`src/rtl/intr_timer_ctrl.sv`:
```
`default_nettype none
// ============================================================================
//  Module   : intr_timer_ctrl
//  Purpose  : Bus-mapped 64-bit machine timer plus prioritised external
//             interrupt sources with claim/complete handshake.
//  Revision : 1.0  initial release
// ============================================================================
module intr_timer_ctrl #(
    parameter int DW          = 32,
    parameter int ADDRW       = 12,
    parameter int NUM_EXT     = 8,
    parameter int SYNC_STAGES = 2
) (
    input  logic               clk_i,
    input  logic               rst_ni,
    input  logic [ADDRW-1:0]   addr_i,
    input  logic               wr_en_i,
    input  logic               rd_en_i,
    input  logic [DW-1:0]      wdata_i,
    output logic [DW-1:0]      rdata_o,
    input  logic [NUM_EXT-1:0] ext_irq_i,
    output logic               t_intr_o,
    output logic               e_intr_o,
    output logic [4:0]         e_intr_id_o
);
    localparam logic [3:0] c_MTIME_LO    = 4'd0;
    localparam logic [3:0] c_MTIME_HI    = 4'd1;
    localparam logic [3:0] c_MTIMECMP_LO = 4'd2;
    localparam logic [3:0] c_MTIMECMP_HI = 4'd3;
    localparam logic [3:0] c_PRESCALE    = 4'd4;
    localparam logic [3:0] c_IE          = 4'd5;
    localparam logic [3:0] c_MODE        = 4'd6;
    localparam logic [3:0] c_PENDING     = 4'd7;
    localparam logic [3:0] c_CLAIM       = 4'd8;

    logic [63:0]        r_mtime;
    logic [63:0]        r_mtimecmp;
    logic [DW-1:0]      r_prescale;
    logic [DW-1:0]      r_pscnt;
    logic [NUM_EXT-1:0] r_ie;
    logic [NUM_EXT-1:0] r_mode;
    logic [NUM_EXT-1:0] r_pending;
    logic [NUM_EXT-1:0] r_in_service;
    logic [NUM_EXT-1:0] r_sync [SYNC_STAGES];
    logic [NUM_EXT-1:0] r_sync_d;
    logic               r_t_intr;
    logic               r_e_intr;
    logic [DW-1:0]      r_rdata;

    logic [3:0]         w_off;
    logic               w_tick;
    logic [NUM_EXT-1:0] w_sync;
    logic [NUM_EXT-1:0] w_rise;
    logic [NUM_EXT-1:0] w_elig;
    logic [4:0]         w_id;
    logic               w_claim_rd;
    logic               w_wr_claim;
    logic [NUM_EXT-1:0] w_claim_mask;
    logic [NUM_EXT-1:0] w_complete_mask;
    logic [NUM_EXT-1:0] w_w1c;
    logic [NUM_EXT-1:0] w_pend_next;
    logic [DW-1:0]      w_rdata;
    logic               w_unused_addr;

    assign w_off         = addr_i[5:2];
    assign w_unused_addr = ^{addr_i[ADDRW-1:6], addr_i[1:0]};
    assign w_tick        = (r_pscnt == r_prescale);
    assign w_sync        = r_sync[SYNC_STAGES-1];
    assign w_rise        = w_sync & ~r_sync_d;
    assign w_elig        = r_pending & r_ie & ~r_in_service;
    assign w_claim_rd    = rd_en_i && (w_off == c_CLAIM) && (w_id != 5'd0);
    assign w_wr_claim    = wr_en_i && (w_off == c_CLAIM);
    assign w_w1c         = (wr_en_i && (w_off == c_PENDING)) ? wdata_i[NUM_EXT-1:0] : '0;

    // Lowest index wins: scan downward so the last hit is the smallest.
    always_comb begin
        w_id = 5'd0;
        for (int i = NUM_EXT - 1; i >= 0; i--) begin
            if (w_elig[i]) w_id = 5'(i + 1);
        end
    end

    always_comb begin
        w_claim_mask    = '0;
        w_complete_mask = '0;
        for (int i = 0; i < NUM_EXT; i++) begin
            w_claim_mask[i]    = w_claim_rd && (w_id == 5'(i + 1));
            w_complete_mask[i] = w_wr_claim && (wdata_i == DW'(i + 1)) && r_in_service[i];
        end
    end

    // Edge lines: a same-cycle set beats any clear. Level lines follow the input.
    assign w_pend_next = (r_mode & ((r_pending & ~(w_w1c | w_claim_mask)) | w_rise))
                       | (~r_mode & w_sync);

    always_comb begin
        w_rdata = '0;
        case (w_off)
            c_MTIME_LO:    w_rdata = r_mtime[31:0];
            c_MTIME_HI:    w_rdata = r_mtime[63:32];
            c_MTIMECMP_LO: w_rdata = r_mtimecmp[31:0];
            c_MTIMECMP_HI: w_rdata = r_mtimecmp[63:32];
            c_PRESCALE:    w_rdata = r_prescale;
            c_IE:          w_rdata = DW'(r_ie);
            c_MODE:        w_rdata = DW'(r_mode);
            c_PENDING:     w_rdata = DW'(r_pending);
            c_CLAIM:       w_rdata = DW'(w_id);
            default:       w_rdata = '0;
        endcase
    end

    always_ff @(posedge clk_i) begin
        if (!rst_ni) begin
            r_mtime      <= '0;
            r_mtimecmp   <= '1;
            r_prescale   <= '0;
            r_pscnt      <= '0;
            r_ie         <= '0;
            r_mode       <= '0;
            r_pending    <= '0;
            r_in_service <= '0;
            for (int s = 0; s < SYNC_STAGES; s++) r_sync[s] <= '0;
            r_sync_d     <= '0;
            r_t_intr     <= 1'b0;
            r_e_intr     <= 1'b0;
            r_rdata      <= '0;
        end else begin
            r_sync[0] <= ext_irq_i;
            for (int s = 1; s < SYNC_STAGES; s++) r_sync[s] <= r_sync[s-1];
            r_sync_d  <= w_sync;

            r_pscnt <= w_tick ? '0 : r_pscnt + DW'(1);
            // A write to either half suppresses that cycle's increment entirely.
            if (wr_en_i && (w_off == c_MTIME_LO))      r_mtime[31:0]  <= wdata_i;
            else if (wr_en_i && (w_off == c_MTIME_HI)) r_mtime[63:32] <= wdata_i;
            else if (w_tick)                           r_mtime        <= r_mtime + 64'd1;

            if (wr_en_i && (w_off == c_MTIMECMP_LO)) r_mtimecmp[31:0]  <= wdata_i;
            if (wr_en_i && (w_off == c_MTIMECMP_HI)) r_mtimecmp[63:32] <= wdata_i;
            if (wr_en_i && (w_off == c_PRESCALE))    r_prescale        <= wdata_i;
            if (wr_en_i && (w_off == c_IE))          r_ie              <= wdata_i[NUM_EXT-1:0];
            if (wr_en_i && (w_off == c_MODE))        r_mode            <= wdata_i[NUM_EXT-1:0];

            r_t_intr     <= (r_mtime >= r_mtimecmp);
            r_e_intr     <= (w_id != 5'd0);
            r_pending    <= w_pend_next;
            r_in_service <= (r_in_service & ~w_complete_mask) | w_claim_mask;
            if (rd_en_i) r_rdata <= w_rdata;
        end
    end

    assign rdata_o     = r_rdata;
    assign t_intr_o    = r_t_intr;
    assign e_intr_o    = r_e_intr;
    assign e_intr_id_o = w_id;

endmodule
`default_nettype wire

```
`config.mk`:
```
export PLATFORM = sky130hd
export DESIGN_NAME = intr_timer_ctrl
export DESIGN_NICKNAME = d
export VERILOG_FILES = /design/src/rtl/intr_timer_ctrl.sv
export SDC_FILE = /design/constraint.sdc
export NUM_CORES = 1
export LEC_CHECK = 0
export CAP_MARGIN = 10
export CORE_MARGIN = 2
export CORE_UTILIZATION = 35
export CTS_BUF_LIST = sky130_fd_sc_hd__clkbuf_8 sky130_fd_sc_hd__clkbuf_16
export DETAILED_ROUTE_END_ITERATION = 16
export PLACE_DENSITY = 0.57
export SETUP_SLACK_MARGIN = 0.1
export SYNTH_ARGS = -nofsm -noshare
export SYNTH_HDL_FRONTEND = slang
export SYNTH_SLANG_ARGS = --single-unit
```
`constraint.sdc`:
```
create_clock -name clk_i -period 2.6 [get_ports clk_i]
set_input_delay 0.39 -clock clk_i [delete_from_list [all_inputs] [get_ports clk_i]]
set_output_delay 0.39 -clock clk_i [all_outputs]
set_load 0.005 [all_outputs]
```
Word level (Yosys, flattened, before mapping). Memory sizes are Yosys's and may differ from the RTL's. Cells that the tools add are included.

Flip-flop bits (word level): 266. Bits in latches: 0. Memory bits (writable): 16. Memory bits (read-only): 0. Input port bits: 56. Output and inout bits: 39. Logic and storage cells: 124. Memories: 1.

$add $sub $neg: 2. $mul: 0. Divide/modulo/power cells: 0. $lt $le $gt $ge: 1. Equality and inequality tests: 26. Shift-type cells: 0. Mux-type cells: 18. Bitwise logic cells: 20. Reductions and logical operators: 42.

Memory list: r_sync (depth 2, bits a word 8, read ports 2, clocked after memory_dff 0, write ports 2, RTL line 44) `logic [NUM_EXT-1:0] r_sync [SYNC_STAGES];`.

Operators with widths (number): $pmux 32 s9 (1); $eq 32x3->1 const B (4); $mux 32 (3); $add 64x1->64 const B (1); $eq 32x2->1 const B (2); $ge 64x64->1 (1); $mux 64 (1); $and 8x8->8 (7); $not 8->8 (5); $logic_and 1x1->1 (35); $mux 5 (7); $add 32x1->32 const B (1); $eq 32x1->1 const B (1); $eq 32x32->1 (1); $eq 32x4->1 const B (1); $or 8x8->8 (4); $mux 8 (3); $eq 5x3->1 const B (4); $eq 4x3->1 const B (4); $eq 5x2->1 const B (2); $eq 4x2->1 const B (2); $eq 5x1->1 const B (1); $eq 5x4->1 const B (1); $reduce_bool 5->1 (1); 11 further kinds (16).

Logic depth before layout (Yosys ltp). Gate-level depths: netlist of run 1.

Depth in word-level cells: 19. Mapped depth: 9. Mapped depth without buffers: 9.

Worst setup path before layout of run 1. OpenSTA, ideal clock, no wires.

Kind: reg2reg. From: register r_mtime[12]. To: register r_mtime[36]. Library setup time: 0.135 ns. Data arrival time: 2.346 ns. Required time: 2.465 ns. Slack: 0.119 ns. Cell stages (with the launch flop): 10. Buffers on the path: 2. Path through: dfxtp_1 -> nand4_2 -> or3_1 -> buf_6 -> or3_4 -> or2_0 -> clkbuf_1 -> or4_1 -> o21ai_0 -> a211oi_1.

Cells in the longest elaborated chain, start to end: 3.

RTL lines: start, declared (RTL line 36) `logic [63:0] r_mtime;`; start signal, assigned (RTL line 134) `if (wr_en_i && (w_off == c_MTIME_LO)) r_mtime[31:0] <= wdata_i;`; start signal, assigned (RTL line 136) `else if (w_tick) r_mtime <= r_mtime + 64'd1;`; $add 64x1->64 (RTL line 136); $mux 64 (RTL line 136); $mux 32 (RTL line 135) `else if (wr_en_i && (w_off == c_MTIME_HI)) r_mtime[63:32] <= wdata_i;`.

No other way between the ends. The select of a mux whose other input is x is not followed. A chain may end at the register's enable or synchronous reset.

Worst setup path after layout of run 1.
From: register r_pending[6]. To: output e_intr_id_o[1].

Cells in the longest elaborated chain, start to end: 9.

RTL lines: start, declared (RTL line 42) `logic [NUM_EXT-1:0] r_pending;`; start signal, assigned (RTL line 146) `r_pending <= w_pend_next;`; $and 8x8->8 (2 in a row) (RTL line 70) `assign w_elig = r_pending & r_ie & ~r_in_service;`; $mux 5 (7 in a row) (RTL line 79) `if (w_elig[i]) w_id = 5'(i + 1);`; end, declared (RTL line 24) `output logic [4:0] e_intr_id_o`.

No other way between the ends.

==> metrics.md, run 1 <==
| Metric | Value |
|---|---|
| Crit-path cells | `nand2_1, o21ba_4, o21ai_4, nand2_2, inv_2, clkdlybuf4s50_1` |
| Worst Path Arrival | `2.13 ns` |
| Post-synth cell types | `74` |
| Area growth, synth to finish | `30.8%` |
| Detailed Route Iter0 Violations | `1588` |
| CP Max Fanout | `4` |
| Count leader, synth | `dfxtp_1` |
| DR pass1 iterations | `7` |
| Min-Delay Path Class | `reg -> reg` |
| Setup CP Type | `reg -> out` |
| Hold Slack | `0.431 ns` |
| CP endpoint kind | `output port` |
| Dpl ws | `-0.560 ns` |
| Vias in the first global route | `14000` |
| Post-DP HPWL | `41300 um` |
| Synthesized cell area | `14700 sq um` |
| Clk slew on worst S/H paths | `0.06 ns` |
| Relative slew slack | `59.7%` |
| Largest net degree at the start of global routing | `115` |
| Clock power share | `43.9%` |
| Grt ovf | `0` |
| Status | `complete, no violations` |
| Max-Cap Viols | `0` |
| Commonest cells in the netlist | `282 x dfxtp_1, 248 x nand2_1, 179 x a21oi_1` |
| Internal | `8.06 mW` |
| Remaining DRCs | `0` |
| CP Launch Type | `flop` |
| Hold Buf Count CTS | `0` |
| Worst Path Required | `2.21 ns` |
| Asr flop ratio synth | `0%` |
| Total core area | `41700 sq um` |
| Total track usage | `25.2%` |
| First-pass GRT wire length | `85000 um` |
| Max Slew Vio Count | `0` |
| Post-synthesis net count | `1955` |
| Worst vdd ir | `0.338 mV` |
| Worst-Margin Slew | `0.604 ns` |
| EDFF count, synth | `0` |
| Fmax | `397 MHz` |
| Lkg Pwr | `7.69 nW` |
| Sink Count | `282` |
| Final Hold Viols | `0` |
| Power Density | `577 nW/um^2` |
| Overall power | `11.1 mW` |
| Post-Syn Area per Cell | `8.02 sq um` |
| Share of the synthesized area in the top cell type | `38.4%` |
| Area of the die | `43600 sq um` |
| Worst Hold Depth | `1` |
| Syn Inst Count | `1833` |
| Comb pwr share | `15.4%` |
| DR vias | `15000` |
| Final wirelength | `56300 um` |
| Delay of the slowest critical-path stage | `0.50 ns` |
| Root buffer cell | `clkbuf_16` |
| Die H | `209 um` |
| Seq/Total Area, Yosys | `38.4%` |
| I/O Pins | `95` |
| Port Buffer Count | `85` |
| Setup Skew | `0.0136 ns` |
| Ratio of cells with drive above 1 in the final layout | `18.2%` |
| Flop pwr share | `40.7%` |
| Hold path startpoint | `r_sync[0][0]$_SDFF_PN0_` |
| Clk_lat worst skew | `0.52 ns` |
| # setup viols final | `0` |
| R2r setup slk | `0.09 ns` |
| Vias per cell | `5.71` |
| Area contributors post-synth | `dfxtp_1 38%, nand2_1 6.3%, a21oi_1 6.1%` |
| Unrepaired setup endpoints after global routing | `true` |
| Routed len/inst | `21.5 um` |
| Synth Flop Type | `dfxtp_1` |
| Initial antenna violation count | `1` |
| Worst r2r dst | `r_mtime[57]$_SDFFE_PN0P_` |
| H-tree levels | `2` |
| Slowest stage cell, crit path | `clkdlybuf4s50_1` |
| Sw Pwr | `3.02 mW` |
| Detail Route Antenna Nets | `0` |
| Final nets | `2179` |
| Sw Ratio | `27.2%` |
| Seq cells post-synth | `282` |
| RePlAce Congestion | `0.953` |
| Worst setup margin | `0.0809 ns` |
| Max Root-Sink Buffers | `3` |
| Inserted Clock Buffers | `34` |
| Final Critical Period | `2.52 ns` |
| Period utilisation layout | `96.9%` |
| R2r startpoint | `r_pscnt[0]$_SDFF_PP0_` |
| # rows | `75` |
| Number of synthesis warnings | `0` |
| Placed cells | `2548` |
| Register-to-Register Path Depth | `11` |
| WHS Endpoint | `r_sync[0][8]$_SDFF_PN0_` |
| Chip width | `209 um` |
| TritonCTS clock tree | `done` |
| Starting Density | `35.3%` |
| Final Non-Filler Cells | `2622` |
| Synth area leader | `dfxtp_1` |
-- kinds of logic (layout without fill, tap and decap cells) --
kind of cell               Yosys count  count (layout)  share of synthesized area [%]
AOI/OAI and AO/OA                  481             481                           21.2
xor gates and xnor gates            88              88                           5.25
adders and majority gates           66              66                           5.62
buffers and inverters              206             455                           5.36
DFF                                282             282                           38.4
muxes                               19              19                           1.29
other                                1               2                         0.0255
and+or+nand+nor                    690             690                           22.8
-- timing repair --
action | CTS | global route
gates resized for setup | 18 | 76
setup buffers | 2 | 8
endpoints found under the setup margin | 22 | 53
pin swaps | 4 | 19
gates cloned | 0 | 2
endpoints found under the hold margin | 0 | 0
-- per-stage QoR --
| stage | util [%] | instance area, sq um | TNS (ns) |
|---|---|---|---|
| floorplan | - | 14700 | 0 |
| global route | 46.1 | 19200 | -0.0111 |
| detailed placement | 42.2 | 17600 | -3.54 |
| CTS | 45.2 | 18800 | -0.123 |
| global placement | 42.2 | 17600 | -3.32 |
| finish | 46.1 | 19200 | 0 |
-- final cells by class --
| type | count | area (sq um) |
|---|---|---|
| fillers | 4094 | 22500 |
| repair buffers | 314 | 2820 |
| inverters | 80 | 302 |
| clock inverters | 21 | 190 |
| multi-input cells | 1345 | 8620 |
| clock buffers | 40 | 945 |
| well taps | 539 | 674 |
| flip-flops and latches | 282 | 5660 |
| diodes | 1 | 2.50 |
-- layer usage --
layer	wire, um	vias up	global-route usage (%)
met4	1480	0	7.02
met5	0	-	0
met1	25800	7192	36.5
met3	4950	73	4.88
li1	-	7093	-
met2	24100	613	37.8
-- critical path, delay by kind of cell, from the launching register on --
kind,cells,cell delay [ns]
and+or+nand+nor,2,0.23
AOI/OAI and AO/OA,2,0.42
buffers and inverters,2,0.59
DFF,1,0.38
-- worst max path at each step --
stage | from | to | slack (ns) | cells past startpoint
after floorplan | r_mtime[12]$_SDFFE_PN0P_ | r_mtime[36]$_SDFFE_PN0P_ | 0.12 | 9
after global routing | r_pscnt[0]$_SDFF_PP0_ | r_mtime[57]$_SDFFE_PN0P_ | -0.01 | 11
after detailed placement | wdata_i[31] | r_in_service[3]$_SDFF_PN0_ | -0.56 | 11
after global placement | wdata_i[31] | r_in_service[3]$_SDFF_PN0_ | -0.55 | 11
final | r_pending[6]$_SDFF_PN0_ | e_intr_id_o[1] | 0.08 | 6
after CTS | r_ie[1]$_SDFFE_PN0P_ | e_intr_id_o[2] | -0.06 | 5
-- flip-flops by register name, summed over array words and instances, names as in the netlist --
register,count
r_ie,8
rdata_o,32
r_sync_d,8
r_prescale,32
r_in_service,8
e_intr_o,1
r_pscnt,32
r_mode,8
r_mtime,64
r_sync,16
r_mtimecmp,64
t_intr_o,1
r_pending,8
-- power by group through the flow --
stage | clock network (mW) | registers, mW | logic, mW
floorplan | 0 | 4.58 | 0.620
global placement | 0 | 4.59 | 1.47
detailed placement | 0 | 4.60 | 1.48
CTS | 4.94 | 4.50 | 1.50
global route | 5.13 | 4.51 | 1.81
finish | 4.87 | 4.51 | 1.71
-- cell usage in the layout, fill, tap and decap left out, types with 20 or more instances in the layout --
cell type and instances:
xnor2_1 63, and2_1 32, inv_1 84, ha_1 65, nor3_1 27, nand3_1 83
dfxtp_1 269, clkdlybuf4s50_1 81, nand4_1 42, clkbuf_16 36, a21oi_1 178, nand2_1 242
o21ai_0 54, a222oi_1 30, o22ai_1 23, nor2_1 120, a22oi_1 30, o211ai_1 69
nor4_1 23, xor2_1 20, buf_4 207
No activity file was read; power rests on OpenSTA's default activity.
==> inputs of run 2 (changes only) <==
--- a/config.mk
+++ b/config.mk
@@ -11,7 +11,7 @@
 export CTS_BUF_LIST = sky130_fd_sc_hd__clkbuf_8 sky130_fd_sc_hd__clkbuf_16
 export DETAILED_ROUTE_END_ITERATION = 16
 export PLACE_DENSITY = 0.57
-export SETUP_SLACK_MARGIN = 0.1
+export SETUP_SLACK_MARGIN = 0.15
 export SYNTH_ARGS = -nofsm -noshare
 export SYNTH_HDL_FRONTEND = slang
 export SYNTH_SLANG_ARGS = --single-unit
==> run 2 against run 1 <==
  * Clock power increased by 5.3%
  * Total power increased by 1.2%
  * Utilization increased by 0.38 points
  * Largest power group unchanged
  * Count of clock-buffer cells in the layout increased by 1
  * Largest cell class unchanged
==> metrics.md, run 2 (same netlist as run 1, synthesis figures left out) <==
| Metric | Value |
|---|---|
| Vias in the first global route | `14200 (+1.4%)` |
| Worst setup margin | `0.0940 ns (+0.0130 ns)` |
| CP Launch Type | `flop` |
| Vias per cell | `5.76 (+0.91%)` |
| Post-layout util | `46.5% (+0.38 points)` |
| Period utilisation layout | `96.4% (-0.50 points)` |
| Fin area | `19400 sq um (+0.82%)` |
| Hold Buf Count CTS | `0 (unchanged)` |
| Hold Slack | `0.432 ns (+0.00144 ns)` |
| H-tree levels | `2 (unchanged)` |
| DR vias | `15100 (+0.68%)` |
| Largest net degree at the start of global routing | `158 (+37%)` |
| Area of the die | `43600 sq um (unchanged)` |
| Power Density | `579 nW/um^2 (+0.41%)` |
| CP Max Fanout | `4 (unchanged)` |
| Initial antenna violation count | `2 (+1)` |
| Area growth, synth to finish | `31.8%` |
| Lkg Pwr | `7.72 nW (+0.44%)` |
| Most common cell after layout, fill and taps aside | `nand2_1` |
| Final Non-Filler Cells | `2616 (-0.23%)` |
| Final Critical Period | `2.51 ns (-0.0130 ns)` |
| Dpl cell area | `17600 sq um (-0.23%)` |
| Total core area | `41700 sq um (unchanged)` |
| TritonCTS clock tree | `done` |
| Chip width | `209 um (unchanged)` |
| Final wirelength | `56300 um (+0.12%)` |
| Detail Route Antenna Nets | `0 (unchanged)` |
| Unrepaired setup endpoints after global routing | `true` |
| Final Hold Viols | `0 (unchanged)` |
| Commonest cells after routing, fill and taps aside | `242 x nand2_1, 241 x dfxtp_1, 208 x buf_4` |
| Clk_lat worst skew | `0.55 ns (+0.03 ns)` |
| Ratio of cells with drive above 1 in the final layout | `20.0% (+1.9 points)` |
| # rows | `75 (unchanged)` |
| Max Slew Vio Count | `0 (unchanged)` |
| Max Root-Sink Buffers | `3 (unchanged)` |
| Worst-Margin Slew | `0.753 ns (+0.149 ns)` |
| Relative slew slack | `49.8% (-9.9 points)` |
| Remaining DRCs | `0 (unchanged)` |
| Status | `complete, no violations` |
| Final nets | `2176 (-0.14%)` |
| Root buffer cell | `clkbuf_16` |
| Max-Cap Viols | `0 (unchanged)` |
| Setup CP Type | `reg -> out` |
| I/O Pins | `95 (unchanged)` |
| Min-Delay Path Class | `reg -> reg` |
| First-pass GRT wire length | `85300 um (+0.41%)` |
| Total track usage | `25.3% (+0.17 points)` |
| Post-DP HPWL | `41200 um (-0.22%)` |
| Detailed Route Iter0 Violations | `1843 (+16%)` |
| Inserted Clock Buffers | `34 (unchanged)` |
| Fillcell total | `4039 (-1.3%)` |
| Dpl ws | `-0.499 ns (+0.0612 ns)` |
| # setup viols final | `0 (unchanged)` |
| Grt ovf | `0 (unchanged)` |
| Routed len/inst | `21.5 um (+0.35%)` |
| Placed cells | `2544 (-0.16%)` |
| Worst vdd ir | `0.514 mV (+52%)` |
| Worst Path Arrival | `2.12 ns (about the same)` |
| Starting Density | `35.3% (unchanged)` |
| CP endpoint kind | `output port` |
| DR pass1 iterations | `9 (+2)` |
| Setup Skew | `0.0307 ns (+0.0171 ns)` |
| Die H | `209 um (unchanged)` |
| RePlAce Congestion | `0.942 (-1.1%)` |
| Sink Count | `282 (unchanged)` |
| Worst Path Required | `2.21 ns (about the same)` |
| Top Registers | `r_mtime: 64 flops, r_mtimecmp: 64 flops` |
| Clk slew on worst S/H paths | `0.06 ns (about the same)` |
| Port Buffer Count | `85 (unchanged)` |
| Fmax | `399 MHz (+0.52%)` |
==> run 2: cell count changes in the layout (fill, tap and decap cells not counted), moves of 4 or more <==
cell     delta
xnor2_1     -6
dfxtp_1    -28
xnor2_2     +5
dfxtp_2    +24
dfxtp_4     +4
==> run 2: layer usage <==
layer	vias up	global-route usage (%)	wire length, um
met1	7220	36.1	25300
met3	96	5.56	5230
met4	0	8.72	1690
met5	-	0	0
li1	7073	-	-
met2	684	37.6	24100
==> run 2: per-stage QoR <==
step	setup TNS, ns	power (mW)
after floorplan	0	5.20
after global placement	-3.31	6.02
after detailed placement	-3.44	6.03
after CTS	0	11.2
after global routing	0	11.6
final	0	11.2
==> run 2: layout make-up <==
class | instances | area (sq um) | share of cell area, %
repair buffers | 311 | 2740 | 14.1
flip-flops and latches | 282 | 5710 | 29.5
clock buffers | 41 | 981 | 5.06
multi-input cells | 1345 | 8750 | 45.2
inverters | 80 | 302 | 1.56
clock inverters | 17 | 211 | 1.09
diodes | 1 | 2.50 | 0.0129
well taps | 539 | 674 | 3.48
==> run 2: what timing repair did <==
action / 4_1_cts / 5_1_grt
gates resized for setup: 52 / 86
pin swaps: 12 / 26
gates cloned: 1 / 0
buffers inserted: 3 / 9
hold endpoints to repair: 0 / 0
endpoints found under the setup margin: 54 / 56
==> run 2: critical path: stages (launching register included) <==
cell,delay (ns)
dfxtp_4,0.38
and3b_1,0.19
o21ba_4,0.19
o21ai_4,0.15
nand2_2,0.10
inv_2,0.07
clkdlybuf4s50_1,0.49
==> run 2: power breakdown <==
part | total (mW) | switching, mW | internal, mW | leakage [nW]
combinational | 1.58 | 0.941 | 0.643 | 4.81
sequential | 4.51 | 0.0857 | 4.42 | 2.31
clock | 5.13 | 1.96 | 3.17 | 0.603
==> run 2: path summary, 6_finish.rpt <==
| check | startpoint | to | slack [ns] | depth (start not counted) |
|---|---|---|---|---|
| worst max-delay path | r_ie[5]$_SDFFE_PN0P_ | e_intr_id_o[1] | 0.09 | 6 |
| worst min-delay path | r_sync[0][1]$_SDFF_PN0_ | r_sync[0][9]$_SDFF_PN0_ | 0.43 | 1 |
| worst max register to register | r_pscnt[8]$_SDFF_PP0_ | r_mtime[12]$_SDFFE_PN0P_ | 0.16 | 10 |
| worst min register to register | r_sync[0][1]$_SDFF_PN0_ | r_sync[0][9]$_SDFF_PN0_ | 0.43 | 1 |
